--- src/rtl/ber_rx_sync_pkg.sv ---
// Shared definitions for the BER receive synchroniser: PRBS9 taps/seed,
// FSM state encoding and a width helper.
package ber_rx_sync_pkg;

  // x^9 + x^5 + 1, Fibonacci form: feedback = lfsr[8] ^ lfsr[4]
  localparam int PRBS9_TAP_A = 8;
  localparam int PRBS9_TAP_B = 4;
  localparam logic [8:0] PRBS9_DEFAULT_SEED = 9'h1AA;

  typedef enum logic {
    ST_SEARCH = 1'b0,
    ST_LOCKED = 1'b1
  } sync_state_t;

  function automatic int clog2(input int value);
    int result;
    result = 0;
    for (int i = 0; i < 31; i++) begin
      if ((1 << i) < value) result = i + 1;
    end
    return result;
  endfunction

endpackage

--- src/rtl/ber_rx_sync_prbs9_ref.sv ---
// Local PRBS9 reference: generator plus a baud-spaced delay line whose
// tap is chosen by the latency under test.
module prbs9
  import ber_rx_sync_pkg::*;
#(
  parameter logic [8:0] SEED = PRBS9_DEFAULT_SEED
) (
  input  logic clock,
  input  logic reset,
  input  logic i_advance,
  output logic o_bit
);

  logic [8:0] r_lfsr;

  always_ff @(posedge clock or posedge reset) begin
    if (reset) begin
      r_lfsr <= SEED;
    end else if (i_advance) begin
      r_lfsr <= {r_lfsr[7:0], r_lfsr[PRBS9_TAP_A] ^ r_lfsr[PRBS9_TAP_B]};
    end
  end

  assign o_bit = r_lfsr[8];

endmodule

module prbs9_ref
  import ber_rx_sync_pkg::*;
#(
  parameter logic [8:0] SEED    = PRBS9_DEFAULT_SEED,
  parameter int         MAX_LAT = 16,
  parameter int         NB_LAT  = 4
) (
  input  logic              clock,
  input  logic              reset,
  input  logic              i_advance,
  input  logic [NB_LAT-1:0] i_latency,
  output logic              o_ref_bit
);

  logic               w_prbs_bit;
  logic [MAX_LAT-1:0] r_delay;

  prbs9 #(.SEED(SEED)) u_prbs9 (
    .clock    (clock),
    .reset    (reset),
    .i_advance(i_advance),
    .o_bit    (w_prbs_bit)
  );

  // r_delay[0] is the bit emitted at the most recent baud strobe
  always_ff @(posedge clock or posedge reset) begin
    if (reset) begin
      r_delay <= '0;
    end else if (i_advance) begin
      r_delay <= {r_delay[MAX_LAT-2:0], w_prbs_bit};
    end
  end

  assign o_ref_bit = r_delay[i_latency];

endmodule

--- src/rtl/ber_rx_sync.sv ---
// Decimating BPSK slicer with automatic PRBS9 latency search, lock tracking
// and saturating bit/error counters.
module ber_rx_sync
  import ber_rx_sync_pkg::*;
#(
  parameter int         OS       = 4,
  parameter int         NB_DATA  = 8,
  parameter int         NB_COUNT = 64,
  parameter logic [8:0] SEED     = PRBS9_DEFAULT_SEED,
  parameter int         MAX_LAT  = 16,
  parameter int         SYNC_WIN = 511,
  parameter int         LOSS_THR = 64
) (
  input  logic                        clock,
  input  logic                        reset,
  input  logic                        i_enable,
  input  logic                        i_valid,
  input  logic signed [NB_DATA-1:0]   i_sample,
  input  logic [clog2(OS)-1:0]        i_offset,
  input  logic                        i_clear,
  output logic                        o_rx_bit,
  output logic                        o_locked,
  output logic [clog2(MAX_LAT)-1:0]   o_latency,
  output logic [NB_COUNT-1:0]         o_bit_count,
  output logic [NB_COUNT-1:0]         o_error_count,
  output logic                        o_ber_zero
);

  localparam int NB_OFS = clog2(OS);
  localparam int NB_LAT = clog2(MAX_LAT);
  localparam int NB_WIN = clog2(SYNC_WIN);
  localparam int NB_ERR = clog2(LOSS_THR + 1);
  localparam logic [NB_WIN-1:0] WIN_LAST  = NB_WIN'(SYNC_WIN - 1);
  localparam logic [NB_ERR-1:0] ERR_LIMIT = NB_ERR'(LOSS_THR);
  localparam logic [NB_LAT-1:0] LAT_LAST  = NB_LAT'(MAX_LAT - 1);

  logic signed [NB_DATA-1:0] r_buf [OS];
  logic                      r_rx_bit;
  logic                      r_cmp;
  logic [NB_OFS-1:0]         r_offset;
  sync_state_t               r_state;
  logic [NB_LAT-1:0]         r_latency;
  logic [NB_WIN-1:0]         r_win_cnt;
  logic [NB_ERR-1:0]         r_win_err;
  logic [NB_COUNT-1:0]       r_bit_count;
  logic [NB_COUNT-1:0]       r_error_count;

  logic              w_advance;
  logic              w_ref_bit;
  logic              w_mismatch;
  logic              w_ofs_change;
  logic [NB_LAT-1:0] w_lat_next;
  logic [NB_ERR-1:0] w_err_next;

  // i_valid is a one-clock baud strobe; it only counts while i_enable is high
  assign w_advance    = i_enable & i_valid;
  assign w_mismatch   = r_rx_bit ^ w_ref_bit;
  assign w_ofs_change = i_enable & (i_offset != r_offset);
  assign w_lat_next   = (r_latency == LAT_LAST) ? '0 : r_latency + NB_LAT'(1);
  assign w_err_next   = r_win_err + NB_ERR'(w_mismatch);

  prbs9_ref #(.SEED(SEED), .MAX_LAT(MAX_LAT), .NB_LAT(NB_LAT)) u_ref (
    .clock    (clock),
    .reset    (reset),
    .i_advance(w_advance),
    .i_latency(r_latency),
    .o_ref_bit(w_ref_bit)
  );

  always_ff @(posedge clock or posedge reset) begin
    if (reset) begin
      for (int i = 0; i < OS; i++) r_buf[i] <= '0;
      r_rx_bit <= 1'b0;
      r_cmp    <= 1'b0;
      r_offset <= '0;
    end else if (i_enable) begin
      r_buf[0] <= i_sample;
      for (int i = 1; i < OS; i++) r_buf[i] <= r_buf[i-1];
      if (i_valid) r_rx_bit <= r_buf[i_offset][NB_DATA-1];
      r_cmp    <= i_valid;
      r_offset <= i_offset;
    end
  end

  always_ff @(posedge clock or posedge reset) begin
    if (reset) begin
      r_state       <= ST_SEARCH;
      r_latency     <= '0;
      r_win_cnt     <= '0;
      r_win_err     <= '0;
      r_bit_count   <= '0;
      r_error_count <= '0;
    end else if (i_enable) begin
      if (w_ofs_change) begin
        r_state   <= ST_SEARCH;
        r_latency <= '0;
        r_win_cnt <= '0;
        r_win_err <= '0;
      end else if (r_cmp) begin
        case (r_state)
          ST_SEARCH: begin
            if (w_mismatch) begin
              r_latency <= w_lat_next;
              r_win_cnt <= '0;
            end else if (r_win_cnt == WIN_LAST) begin
              r_state       <= ST_LOCKED;
              r_win_cnt     <= '0;
              r_win_err     <= '0;
              r_bit_count   <= '0;
              r_error_count <= '0;
            end else begin
              r_win_cnt <= r_win_cnt + NB_WIN'(1);
            end
          end
          ST_LOCKED: begin
            if (r_bit_count != '1) r_bit_count <= r_bit_count + NB_COUNT'(1);
            if (w_mismatch && (r_error_count != '1))
              r_error_count <= r_error_count + NB_COUNT'(1);
            if (w_err_next == ERR_LIMIT) begin
              r_state   <= ST_SEARCH;
              r_latency <= w_lat_next;
              r_win_cnt <= '0;
              r_win_err <= '0;
            end else if (r_win_cnt == WIN_LAST) begin
              r_win_cnt <= '0;
              r_win_err <= '0;
            end else begin
              r_win_cnt <= r_win_cnt + NB_WIN'(1);
              r_win_err <= w_err_next;
            end
          end
          default: r_state <= ST_SEARCH;
        endcase
      end
      // Clear overrides any count made by a coincident compare strobe
      if (i_clear) begin
        r_bit_count   <= '0;
        r_error_count <= '0;
      end
    end
  end

  assign o_rx_bit      = r_rx_bit;
  assign o_locked      = (r_state == ST_LOCKED);
  assign o_latency     = r_latency;
  assign o_bit_count   = r_bit_count;
  assign o_error_count = r_error_count;
  assign o_ber_zero    = o_locked & (r_error_count == '0);

endmodule

--- config.mk ---
export PLATFORM = sky130hd
export DESIGN_NAME = ber_rx_sync
export DESIGN_NICKNAME = d
export VERILOG_FILES = /design/src/rtl/ber_rx_sync_pkg.sv /design/src/rtl/ber_rx_sync_prbs9_ref.sv /design/src/rtl/ber_rx_sync.sv
export SDC_FILE = /design/constraint.sdc
export NUM_CORES = 1
export LEC_CHECK = 0
export BUFFER_PORTS_ARGS = -buffer_cell sky130_fd_sc_hd__buf_2
export CAP_MARGIN = 20
export CORE_UTILIZATION = 40
export DETAILED_ROUTE_END_ITERATION = 10
export MAX_ROUTING_LAYER = met4
export REMOVE_ABC_BUFFERS = 1
export SLEW_MARGIN = 20
export SYNTH_ARGS = -nofsm -noshare
export SYNTH_HDL_FRONTEND = slang
export SYNTH_SLANG_ARGS = --single-unit
--- constraint.sdc ---
create_clock -name clock -period 8 [get_ports clock]
set_input_delay 2.4 -clock clock [delete_from_list [all_inputs] [get_ports clock]]
set_output_delay 2.4 -clock clock [all_outputs]
set_load 0.03 [all_outputs]
# Word-level counts from Yosys, hierarchy flattened
# Cells that the tools add are included.
[classes] add_sub_neg=5 n_eq_ne=15 n_reduce_logical=10 muxes=42 magnitude_cmp=2 n_bitwise=7
[op_table] op="$mux W64" count=10
[op_table] op="$pmux W64 S2" count=2
[op_table] op="$add A64 B1 Y64 const B" count=2
[op_table] op="$ne A64 B64 Y1 const B" count=2
[op_table] op="$logic_not A64 Y1" count=1
[op_table] op="$mux W9" count=5
[op_table] op="$mux W7" count=6
[op_table] op="$mux W4" count=5
[op_table] op="$pmux W9 S2" count=1
[op_table] op="$bmux W8 S2" count=1
[op_table] op="$mux W8" count=2
[op_table] op="$ne A3 B3 Y1 const B" count=5
[op_table] op="$pmux W7 S2" count=1
[op_table] op="$reduce_and A6 Y1" count=2
[op_table] op="$add A9 B1 Y9 const B" count=1
[op_table] op="$eq A9 B9 Y1 const B" count=1
[op_table] op="$pmux W4 S2" count=1
[op_table] op="$reduce_and A4 Y1" count=2
[op_table] op="$add A7 B1 Y7" count=1
[op_table] op="$eq A7 B7 Y1 const B" count=1
[op_table] op="$mux W1" count=6
[op_table] op="$ne A3 B2 Y1 const B" count=2
[op_table] op="$lt A4 B5 Y1 const B" count=1
[op_table] op="$add A4 B1 Y4 const B" count=1
[op_table] op="14 further kinds" count=19
[word_totals] inputBits=15 ff_bits=210 out_inout_bits=135

# Longest topological paths before layout
[depth] word_depth=9 depth_mapped=13

# By module
# Synthesis repeated with hierarchy kept, for this count alone.
[hier_totals] cells_unflattened=1176 hier_area_um2=10656.5
[by_module_without_submodules] mod="ber_rx_sync" area_per_inst_um2=9542.9 instances=1 cells_each=1112 seq_area_each_um2=3928.8
[by_module_without_submodules] mod="prbs9_ref" area_per_inst_um2=729.4 instances=1 cells_each=42 seq_area_each_um2=400.4
[by_module_without_submodules] mod="prbs9" area_per_inst_um2=384.1 instances=1 cells_each=22 seq_area_each_um2=231.5

# Worst setup path before layout
# OpenSTA, ideal clock, no wires.
[synth_path] path_kind="register -> output" startpoint="register r_state (netlist: o_locked)" endpoint="output o_ber_zero" path_buffers=2 path_stages_with_launch=7 arrival_time_ns=2.326 slack_ns=3.274 required_ns=5.600 path_cell_list="dfrtp_1 -> clkbuf_1 -> buf_1 -> nand2_1 -> nor3_1 -> nand4_1 -> nor4_1"
[synth_via] elab_chain_len=1
[synth_rtl] element="start: declaration" line="ber_rx_sync.sv:41" text="sync_state_t r_state;"
[synth_rtl] element="start signal: assignment" line="ber_rx_sync.sv:87" text="r_state <= ST_SEARCH;"
[synth_rtl] element="start signal: assignment" line="ber_rx_sync.sv:95" text="r_state <= ST_SEARCH;"
[synth_rtl] element="start signal: assignment" line="ber_rx_sync.sv:106" text="r_state <= ST_LOCKED;"
[synth_rtl] element="$and A1 B1 Y1" line="ber_rx_sync.sv:148" text="assign o_ber_zero = o_locked & (r_error_count == '0);"
[synth_rtl] element="end: declaration" line="ber_rx_sync.sv:26" text="output logic o_ber_zero"
# No other way between the ends.

# Final worst setup path
[layout_path] startpoint="register r_error_count[4] (netlist: o_error_count[4])" endpoint="output o_ber_zero"
[layout_via] elab_chain_len=2
[layout_rtl] element="start: declaration" line="ber_rx_sync.sv:46" text="logic [NB_COUNT-1:0] r_error_count;"
[layout_rtl] element="start signal: assignment" line="ber_rx_sync.sv:118" text="r_error_count <= r_error_count + NB_COUNT'(1);"
[layout_rtl] element="$logic_not A64 Y1" line="ber_rx_sync.sv:148"
[layout_rtl] element="$and A1 B1 Y1" line="ber_rx_sync.sv:148"
# No other way between the ends.

==> run summary <==
outcome -> finished clean
CTS H-Tree Depth -> 4
CP max stage cell -> dfrtp_1
CTS buffer count -> 17
worst path bufs/invs -> 1
Avg Cell Area, Syn -> 9.05 um^2
Post-synth EDFFs -> 0
Ports -> 150
Slew Limit Headroom -> 0.313
antenna-violating nets left -> 0
max incr delay on CP -> 490 ps
worst-path fanout max -> 10
CTS clk-pin slew, worst paths -> 70 ps
drt pass-1 iters -> 7
PD cells -> 168 nW/um^2
total congestion overflow -> 0
Tmin final -> 4660 ps
Synth Cell Area -> 11100 um^2
Max Root-Sink Buffers -> 2
Fin. Hold Viols -> 0
worst r2r src -> o_latency[2]
final instance area -> 12800 um^2
Seq/Total Area, Yosys -> 0.411
Setup CP Type -> register to primary output
DPL Wire Length -> 23.0 mm
Critical Path Start -> o_error_count[4]
Slew @ Worst Pin -> 1030 ps
HP Start -> u_ref.r_delay[15]
CTS tree -> yes
Synth top area share -> 0.399
initial antenna violation count -> 0
synthesis warning total -> 0
Netlist cell types -> 73
first-pass GRT wire length -> 54.8 mm
critical path endpoint category -> primary output
routed vias -> 10800
CP top delay family -> simple AND/OR/NAND/NOR gates
port bufs -> 142
Worst Path Arrival -> 2260 ps
die area -> 28400 um^2
#FFs+latches synth -> 182
fin cells -> 1715
Avg WL per Cell -> 20.0 um
Die H -> 169 um
worst min path class -> register to register
drt drc -> 0
clk_lat worst skew -> 450 ps
n_diodes -> 0
Final Cycle Share -> 0.583
DR iter-0 viols -> 1145
final net count -> 1354
Worst EP required -> 5600 ps
Synth area leaders -> dfrtp_1 (40%), a41oi_1 (4.3%), nand2_1 (4.0%), nand4_1 (3.5%), mux2_2 (3.1%)
most frequent cells in the layout -> dfrtp_1 (177), buf_2 (142), nand2_1 (118)
# Max-Cap Violations -> 0
dpl cell area -> 12200 um^2
Synth Flop Type -> dfrtp_1
Cell Chain, Critical Path -> nor4_1, nand4_1, nor4_1, buf_2
Syn-to-layout area delta -> 15.2%
RSZ-0062 raised after global routing -> false
Post-Route Skew -> 15.2 ps
fin util -> 0.472
Post-Place Cells -> 1683
count of final setup violators -> 0
Post-Route WL -> 34.2 mm
cell repeated most along the worst path -> nor4_1
FFs w/ async S/R, synth -> 1.00
Pleak -> 5.58 nW
final worst slack -> 3340 ps
clk sink count -> 182
Die X-Extent -> 169 um
placer congestion estimate -> 0.855
clock root buffer master -> clkbuf_16
PostCTS Resize Cnt -> 0
vias in the first global route -> 9765
share of cells above drive strength 1 -> 0.204
Starting Density -> 0.409
cell count after synthesis -> 1225
GRT Total Usage -> 0.249
setup slack at placement -> 2720 ps
VDD IR max -> 0.118 mV
Rows -> 60
total power draw -> 2.15 mW
Via density -> 6.32
Core ar. -> 27100 um^2
max-slew violations -> 0
Max Freq -> 0.215 GHz
Post-CTS Setup Bufs -> 0
commonest non-fill, non-tap cell in the layout -> dfrtp_1
# hold bufs at CTS -> 0
largest net degree at the start of global routing -> 128
leading area contributor after synthesis -> dfrtp_1
startpoint types -> register
-- power by group --
group / total [mW] / internal (mW) / switching [mW]
combinational: 0.233 / 0.0826 / 0.151
sequential: 1.01 / 0.969 / 0.0406
clock: 0.910 / 0.482 / 0.427
total: 2.15 / 1.53 / 0.618
-- synth_stat cells (6+ instances only) --
cell,n
nor2_1,56
o22ai_1,7
nand2_1,118
nand3_1,61
o31ai_1,9
a211o_1,17
a41oi_1,54
buf_2,10
a221o_1,8
a31oi_1,42
and4_1,14
a31o_2,9
or3_1,9
a21oi_2,8
o21ai_0,48
mux2_2,31
inv_1,50
and2_1,10
o41ai_1,13
o211a_1,12
dfrtp_1,177
or4_1,7
nor3_1,47
a21oi_1,45
mux2i_1,11
mux4_2,6
ha_1,9
clkbuf_1,61
and3_1,31
nand4_1,62
a21o_1,26
o211ai_1,17
nor4_1,51
-- sequential cells by signal (all words and copies together), names as in the netlist --
name and flops:
o_bit_count 64, o_error_count 64, o_latency 4, o_locked 1, o_rx_bit 1, r_buf 4, r_cmp 1, r_offset 2
r_win_cnt 9, r_win_err 7, u_ref.r_delay 16, u_ref.u_prbs9.r_lfsr 9
-- kinds of logic after synthesis --
kind of cell             Yosys count  synth area share
AND/OR/NAND/NOR                  493             0.235
AO/OA/AOI/OAI                    361             0.240
adder cells (fa/ha/maj)            9            0.0102
XOR/XNOR                           5           0.00463
flip-flops                       182             0.411
buffers and inverters            127            0.0455
multiplexers                      48            0.0536
-- worst reg2reg max path, stage by stage, from the launching register on --
cell and delay, ps:
dfrtp_1 610, mux4_2 580, mux4_2 510, xnor2_2 360, inv_2 190, ha_1 230
ha_1 250, nand4_1 140, xor2_1 80, o2bb2ai_1 260, o2111ai_1 470, a21oi_1 570
mux2i_1 230
-- per-stage QoR --
stage | setup TNS, ps | hold WS (ps)
floorplan | -70740 | 446
global placement | 0 | 464
detailed placement | 0 | 491
CTS | 0 | 508
global route | 0 | 532
finish | 0 | 505
-- worst paths after layout --
check | cells after the start | slack [ps] | endpoint
max reg2reg | 12 | 3450 | o_latency[0]
max | 4 | 3340 | o_ber_zero
max in group asynchronous | 3 | 4590 | o_error_count[40]
min in group asynchronous | 2 | 2100 | u_ref.r_delay[9]
min | 1 | 500 | u_ref.r_delay[15]
min reg2reg | 1 | 500 | u_ref.r_delay[15]
-- routing by layer --
layer	up-vias	routed length, um	GRT usage	share of wire
met1	5339	15800	0.355	0.46
met2	410	15200	0.356	0.44
met4	0	881	0.0905	0.026
met5	-	0	-	0
met3	59	2370	0.0379	0.069
li1	5029	-	-	-
-- area by class of cell --
type,count,area (um^2)
Fill cell,2625,14300
Inverter,51,199
Timing Repair Buffer,162,868
Clock buffer,17,425
Sequential cell,182,4560
Tap cell,372,465
Clock inverter,15,201
Multi-Input combinational cell,916,6060
(Power assumes the default switching activity.)
